## src/rtl/lsu_access_sequencer.sv

```systemverilog
// lsu_access_sequencer: data memory initiator for the MEM stage.
// Splits misaligned half/word accesses into byte beats.
package lsu_pkg;
  localparam logic [2:0] MEM_BYTE              = 3'b000;
  localparam logic [2:0] MEM_HALFWORD          = 3'b001;
  localparam logic [2:0] MEM_WORD              = 3'b010;
  localparam logic [2:0] MEM_BYTE_UNSIGNED     = 3'b100;
  localparam logic [2:0] MEM_HALFWORD_UNSIGNED = 3'b101;
endpackage

module lsu_access_sequencer
  import lsu_pkg::*;
#(
  parameter int unsigned MEM_BYTES = 256
) (
  input  logic        CLK,
  input  logic        RST,
  input  logic        Req_Valid,
  output logic        Req_Ready,
  input  logic        Req_W_En,
  input  logic [2:0]  Req_Control,
  input  logic [31:0] Req_Addr,
  input  logic [31:0] Req_W_Data,
  output logic        Busy,
  output logic        Resp_Valid,
  output logic        Resp_Fault,
  output logic [31:0] Load_Data,
  output logic        MEM_W_En,
  output logic [2:0]  MEM_Control,
  output logic [31:0] RW_Addr,
  output logic [31:0] W_Data,
  input  logic [31:0] R_Data
);

  typedef enum logic [1:0] {
    IDLE,
    ISSUE,
    CAPTURE,
    RESP
  } state_t;

  state_t      state, state_next;
  logic [2:0]  ctl, ctl_next;
  logic [31:0] addr, addr_next;
  logic [31:0] wdata, wdata_next;
  logic [31:0] buffer, buffer_next;
  logic        wen, wen_next;
  logic        split, split_next;
  logic [1:0]  beat, beat_next;

  logic        fault_next;
  logic [31:0] load_next;
  logic        mem_we_next;
  logic [2:0]  mem_ctl_next;
  logic [31:0] rw_addr_next;
  logic [31:0] w_data_next;

  logic [2:0]  req_size;
  logic [32:0] req_last;
  logic        req_fault;
  logic        req_split;
  logic        last_beat;

  // Split halfword results need extension; word and aligned results are final.
  function automatic logic [31:0] extend(
    input logic [2:0]  c,
    input logic        s,
    input logic [31:0] b
  );
    logic [31:0] r;
    r = b;
    if (s) begin
      if (c == MEM_HALFWORD)
        r = {{16{b[15]}}, b[15:0]};
      else if (c == MEM_HALFWORD_UNSIGNED)
        r = {16'h0000, b[15:0]};
    end
    return r;
  endfunction

  // Decode the access width of the incoming request; zero marks a bad code.
  always_comb begin
    req_size = 3'd0;
    unique case (Req_Control)
      MEM_BYTE, MEM_BYTE_UNSIGNED:         req_size = 3'd1;
      MEM_HALFWORD, MEM_HALFWORD_UNSIGNED: req_size = 3'd2;
      MEM_WORD:                            req_size = 3'd4;
      default:                             req_size = 3'd0;
    endcase
  end

  // Range, wrap and encoding checks plus the misalignment decision.
  always_comb begin
    req_last  = {1'b0, Req_Addr} + {30'b0, req_size} - 33'd1;
    req_fault = (req_size == 3'd0) || req_last[32] ||
                (req_last >= 33'(MEM_BYTES));
    req_split = ((req_size == 3'd2) && Req_Addr[0]) ||
                ((req_size == 3'd4) && (Req_Addr[1:0] != 2'b00));
    last_beat = !split ||
                (beat == ((ctl == MEM_WORD) ? 2'd3 : 2'd1));
  end

  // Next state, latched request and the registered memory-port values.
  always_comb begin
    state_next   = state;
    ctl_next     = ctl;
    addr_next    = addr;
    wdata_next   = wdata;
    wen_next     = wen;
    split_next   = split;
    beat_next    = beat;
    buffer_next  = buffer;
    fault_next   = 1'b0;
    load_next    = Load_Data;
    mem_we_next  = 1'b0;
    mem_ctl_next = MEM_Control;
    rw_addr_next = RW_Addr;
    w_data_next  = W_Data;
    unique case (state)
      IDLE: begin
        if (Req_Valid) begin
          ctl_next    = Req_Control;
          addr_next   = Req_Addr;
          wdata_next  = Req_W_Data;
          wen_next    = Req_W_En;
          split_next  = req_split;
          beat_next   = 2'd0;
          buffer_next = 32'h0;
          if (req_fault) begin
            state_next = RESP;
            fault_next = 1'b1;
          end else begin
            state_next = ISSUE;
          end
        end
      end
      ISSUE: begin
        if (wen) begin
          if (last_beat)
            state_next = RESP;
          else
            beat_next = beat + 2'd1;
        end else begin
          state_next = CAPTURE;
        end
      end
      CAPTURE: begin
        if (split)
          buffer_next[{beat, 3'b000} +: 8] = R_Data[7:0];
        else
          buffer_next = R_Data;
        if (last_beat) begin
          state_next = RESP;
          load_next  = extend(ctl, split, buffer_next);
        end else begin
          beat_next  = beat + 2'd1;
          state_next = ISSUE;
        end
      end
      RESP: begin
        state_next = IDLE;
      end
    endcase
    // Port values are set up for the beat being entered so they are
    // already on the pins during the ISSUE cycle.
    if (state_next == ISSUE) begin
      mem_we_next  = wen_next;
      mem_ctl_next = split_next ? MEM_BYTE_UNSIGNED : ctl_next;
      rw_addr_next = addr_next + {30'b0, beat_next};
      w_data_next  = split_next ?
        {24'h0, wdata_next[{beat_next, 3'b000} +: 8]} : wdata_next;
    end
  end

  // State register.
  always_ff @(posedge CLK) begin
    if (RST)
      state <= IDLE;
    else
      state <= state_next;
  end

  // Request latch, load buffer and all registered outputs.
  always_ff @(posedge CLK) begin
    if (RST) begin
      ctl         <= MEM_WORD;
      addr        <= 32'h0;
      wdata       <= 32'h0;
      wen         <= 1'b0;
      split       <= 1'b0;
      beat        <= 2'd0;
      buffer      <= 32'h0;
      Req_Ready   <= 1'b1;
      Busy        <= 1'b0;
      Resp_Valid  <= 1'b0;
      Resp_Fault  <= 1'b0;
      Load_Data   <= 32'h0;
      MEM_W_En    <= 1'b0;
      MEM_Control <= MEM_WORD;
      RW_Addr     <= 32'h0;
      W_Data      <= 32'h0;
    end else begin
      ctl         <= ctl_next;
      addr        <= addr_next;
      wdata       <= wdata_next;
      wen         <= wen_next;
      split       <= split_next;
      beat        <= beat_next;
      buffer      <= buffer_next;
      Req_Ready   <= (state_next == IDLE);
      Busy        <= (state_next != IDLE);
      Resp_Valid  <= (state_next == RESP);
      Resp_Fault  <= fault_next;
      Load_Data   <= load_next;
      MEM_W_En    <= mem_we_next;
      MEM_Control <= mem_ctl_next;
      RW_Addr     <= rw_addr_next;
      W_Data      <= w_data_next;
    end
  end

endmodule

```

## config.mk

```make
export PLATFORM = sky130hd
export DESIGN_NAME = lsu_access_sequencer
export DESIGN_NICKNAME = d
export VERILOG_FILES = /design/src/rtl/lsu_access_sequencer.sv
export SDC_FILE = /design/constraint.sdc
export NUM_CORES = 1
export LEC_CHECK = 0
export ABC_AREA = 1
export CAP_MARGIN = 20
export CORE_MARGIN = 2
export CORE_UTILIZATION = 25
export CTS_CLUSTER_DIAMETER = 50
export DETAILED_ROUTE_END_ITERATION = 16
export GPL_TIMING_DRIVEN = 1
export MAX_ROUTING_LAYER = met4
export PLACE_DENSITY = 0.45
export SLEW_MARGIN = 5
export SYNTH_ARGS = -nofsm -noshare
export SYNTH_HDL_FRONTEND = slang
export SYNTH_SLANG_ARGS = --single-unit
```

## constraint.sdc

```tcl
create_clock -name CLK -period 8.55 [get_ports CLK]
set_input_delay 1.71 -clock CLK [delete_from_list [all_inputs] [get_ports CLK]]
set_output_delay 1.71 -clock CLK [all_outputs]
set_load 0.1 [all_outputs]
```

==> out/results.tsv <==
metric	value	unit
status	completed	
slew at the pin closest to its max-slew limit	1110	ps
sum of negative setup slack	0	ps
worst clock skew on the final layout	26.2	ps
Gate Count Post-Synth	2035	
max frequency	163	MHz
worst-case clock buffer depth	3	
cell mode on critical path	sky130_fd_sc_hd__nand2_1	
register bit total from synthesis	209	
post-route cell area	0.0167	sq mm
sequential fraction of the synthesis area	32.7	%
critical path data required time	9010	ps
Max H-tree Level	2	
net total in the final layout	2354	
IO buf count	206	
DRC violations left	0	
leading cell types by total area after synthesis	sky130_fd_sc_hd__dfxtp_1, sky130_fd_sc_hd__nand2_1, sky130_fd_sc_hd__inv_1	
Worst Path Arrival	6580	ps
Reg clk slew, reported paths	50	ps
share of cell area taken by muxes after synthesis	1.25	%
Placed Instance Area	0.0154	sq mm
number of gates resized after CTS	0	
most repeated cell in the gate-level netlist after synthesis	sky130_fd_sc_hd__nand2_1	
Tot GR Track Use	18.0	%
TritonCTS clock tree	yes	
clk root buf	sky130_fd_sc_hd__clkbuf_16	
Avg Cell Area, Syn	6.28	sq um
synthesis-to-finish area growth	31.0	%
final weighted congestion of routability-driven global placement	0.876	
clock insertion delay at the later pin of the skew report	530	ps
hold path depth	2	
vias per cell	4.43	
first-iteration detailed-routing DRC count	681	
area share of xor/xnor cells in the synthesized design	2.26	%
most instantiated cells after synthesis	sky130_fd_sc_hd__nand2_1, sky130_fd_sc_hd__inv_1, sky130_fd_sc_hd__nor2_1	
synthesized-area fraction occupied by adder cells	4.33	%
Max VDD drop	0.135	mV
count of yosys warnings during synthesis	0	
critical path's top delay family	simple AND/OR/NAND/NOR gates	
unrepaired setup endpoints after global routing	false	
library cell occupying the most area in the post-synthesis netlist	sky130_fd_sc_hd__dfxtp_1	
netlist area before placement	0.0128	sq mm
buffers plus inverters on the worst setup path	6	
total overflow reported by the global router	0	
Post-Route Hold Slack	464	ps
power per cell area	283	mW/mm^2
Total Wirelength	46500	um
Core Region	0.0503	sq mm
minimum setup slack in the final design	2430	ps
total die area	0.0529	sq mm
basic-gate share of the synthesized area counting and, or, nand and nor cells	34.9	%
stages on the worst setup path	28	
Setup WS pre-CTS	1760	ps
number of cells on the worst reg-to-reg path	22	
max_cap viols	0	
kind of critical path	in2reg	
number of instances in the placed design	2842	
via count of the first global-routing pass	12812	
maximum number of pins on one net before global-route repair	92	
Top-Level Pins	207	
critical path endpoint category	flip-flop	
Min-Delay Path Class	reg2reg	
height of the chip	230	um
Post-synth EDFFs	0	
Tcrit/Tclk final	71.6	%
Rows	82	
critical path's slowest cell	sky130_fd_sc_hd__nand3_4	
fraction of synthesized cell area taken by the top area cell type	32.7	%
share of the synthesized area in compound gates (AO/OA/AOI/OAI)	12.0	%
total half-perimeter wirelength after legalization and detailed placement	34800	um
Leak Pwr	7.89	nW
fraction of final layout cells sized beyond drive strength 1	7.43	%
Post-CTS Hold Buffers	0	
crit-path max cell delay	690	ps
Slew headroom	26.2	%
Final Slew Violations	0	
Horiz. Die Dim	230	um
initial core utilization	25.4	%
number of hold violations in the final report	0	
dominant combinational cell family by area after synthesis	simple AND/OR/NAND/NOR gates	
post-route core utilization	33.3	%
dominant synthesized flop cell	sky130_fd_sc_hd__dfxtp_1	
clock sink total	209	
initial antenna violation count	2	
detailed-route via count	12873	
net count after synthesis	2181	
first-pass GRT wire length	72900	um
remaining antenna violation count after routing	0	
wire per inst	16.0	um
CTS Buf Count	34	
type of origin of the critical path	input port	
number of setup violations in the final report	0	
number of different library cells in the post-synthesis netlist	52	
Post-CTS Setup Bufs	0	
power consumption	4.74	mW
post-layout minimum cycle time	6120	ps
post-synthesis async set-or-reset flop share	0	%
total iterations of the first detailed-routing run	5	
fin cells	2907	
highest fanout seen on the critical path	56	
[per-layer routing]
metal	vias to the layer above	share of wire (%)	track usage, %
li1	6682	-	-
met1	5869	46	22.2
met2	258	47	30.2
met3	64	4.3	3.27
met4	0	2.4	4.98
met5	-	0	-
[cell usage in the layout (no fill, tap or decap), types with 4 or more instances in the layout]
| cell | instances |
|---|---|
| sky130_fd_sc_hd__nand2_2 | 6 |
| sky130_fd_sc_hd__inv_6 | 4 |
| sky130_fd_sc_hd__nand3_1 | 54 |
| sky130_fd_sc_hd__clkbuf_16 | 35 |
| sky130_fd_sc_hd__o221ai_1 | 8 |
| sky130_fd_sc_hd__inv_2 | 12 |
| sky130_fd_sc_hd__ha_1 | 41 |
| sky130_fd_sc_hd__clkinv_1 | 5 |
| sky130_fd_sc_hd__nor2_2 | 12 |
| sky130_fd_sc_hd__xnor2_1 | 7 |
| sky130_fd_sc_hd__clkbuf_8 | 5 |
| sky130_fd_sc_hd__nand4_1 | 41 |
| sky130_fd_sc_hd__a22oi_1 | 9 |
| sky130_fd_sc_hd__o21ai_4 | 4 |
| sky130_fd_sc_hd__nor4_1 | 4 |
| sky130_fd_sc_hd__buf_4 | 13 |
| sky130_fd_sc_hd__nand3b_1 | 8 |
| sky130_fd_sc_hd__nand2_1 | 584 |
| sky130_fd_sc_hd__o21bai_1 | 5 |
| sky130_fd_sc_hd__a21oi_1 | 114 |
| sky130_fd_sc_hd__nor3_1 | 10 |
| sky130_fd_sc_hd__o21ai_0 | 73 |
| sky130_fd_sc_hd__o21ai_2 | 11 |
| sky130_fd_sc_hd__o22ai_1 | 10 |
| sky130_fd_sc_hd__dfxtp_1 | 209 |
| sky130_fd_sc_hd__bufinv_16 | 8 |
| sky130_fd_sc_hd__and2_1 | 4 |
| sky130_fd_sc_hd__o21ai_1 | 13 |
| sky130_fd_sc_hd__xor2_1 | 26 |
| sky130_fd_sc_hd__o21a_1 | 10 |
| sky130_fd_sc_hd__or2_2 | 28 |
| sky130_fd_sc_hd__nor2_1 | 293 |
| sky130_fd_sc_hd__clkdlybuf4s50_1 | 205 |
| sky130_fd_sc_hd__mux2i_1 | 16 |
| sky130_fd_sc_hd__inv_1 | 304 |
| sky130_fd_sc_hd__nor2_4 | 5 |
[registers in the layout, summed over array words and instances, names as in the netlist]
register	cells
wdata	32
split	1
Resp_Valid	1
MEM_W_En	1
Load_Data	32
state	2
addr	32
W_Data	32
RW_Addr	32
beat	2
Req_Ready	1
ctl	3
Resp_Fault	1
wen	1
MEM_Control	3
Busy	1
buffer	32
[final cells by class]
class                      instances  area (sq um)
fill                            5480         33500
antenna                            2          5.00
tap                              672           841
clock buffer                      41           948
multi-input combinational       1421          7030
sequential                       209          4180
inverter                         321          1200
timing repair buffer             221          2200
clock inverter                    20           333
[cells by family (layout without fill, tap and decap cells)]
| group | count (synthesis) | after routing |
|---|---|---|
| other | 0 | 2 |
| xor gates and xnor gates | 33 | 33 |
| AOI/OAI and AO/OA | 267 | 267 |
| adders and majority gates | 43 | 43 |
| DFF | 209 | 209 |
| muxes | 16 | 16 |
| and+or+nand+nor | 1062 | 1062 |
| buffers and inverters | 405 | 603 |
[tightest hold or removal path: stages (launching register included)]
cell                      delay, ps
sky130_fd_sc_hd__dfxtp_1        300
sky130_fd_sc_hd__nand2_1         60
sky130_fd_sc_hd__a21oi_1         50
[final timing paths]
| check | from | end | slack [ps] |
|---|---|---|---|
| max | Req_Control[1] | RW_Addr[23]$_SDFFE_PP0N_ | 2430 |
| min | buffer[8]$_SDFFE_PP0P_ | buffer[8]$_SDFFE_PP0P_ | 460 |
| max reg2reg | split$_SDFF_PP0_ | RW_Addr[24]$_SDFFE_PP0N_ | 3990 |
| min reg2reg | buffer[8]$_SDFFE_PP0P_ | buffer[8]$_SDFFE_PP0P_ | 460 |
[power by group]
group	total (mW)	internal, mW	switching [mW]
Sequential	1.21	1.13	0.0855
Combinational	1.97	0.518	1.45
Clock	1.56	1.04	0.522
Total	4.74	2.68	2.06
Note: power is estimated with default switching activity, not from simulation.
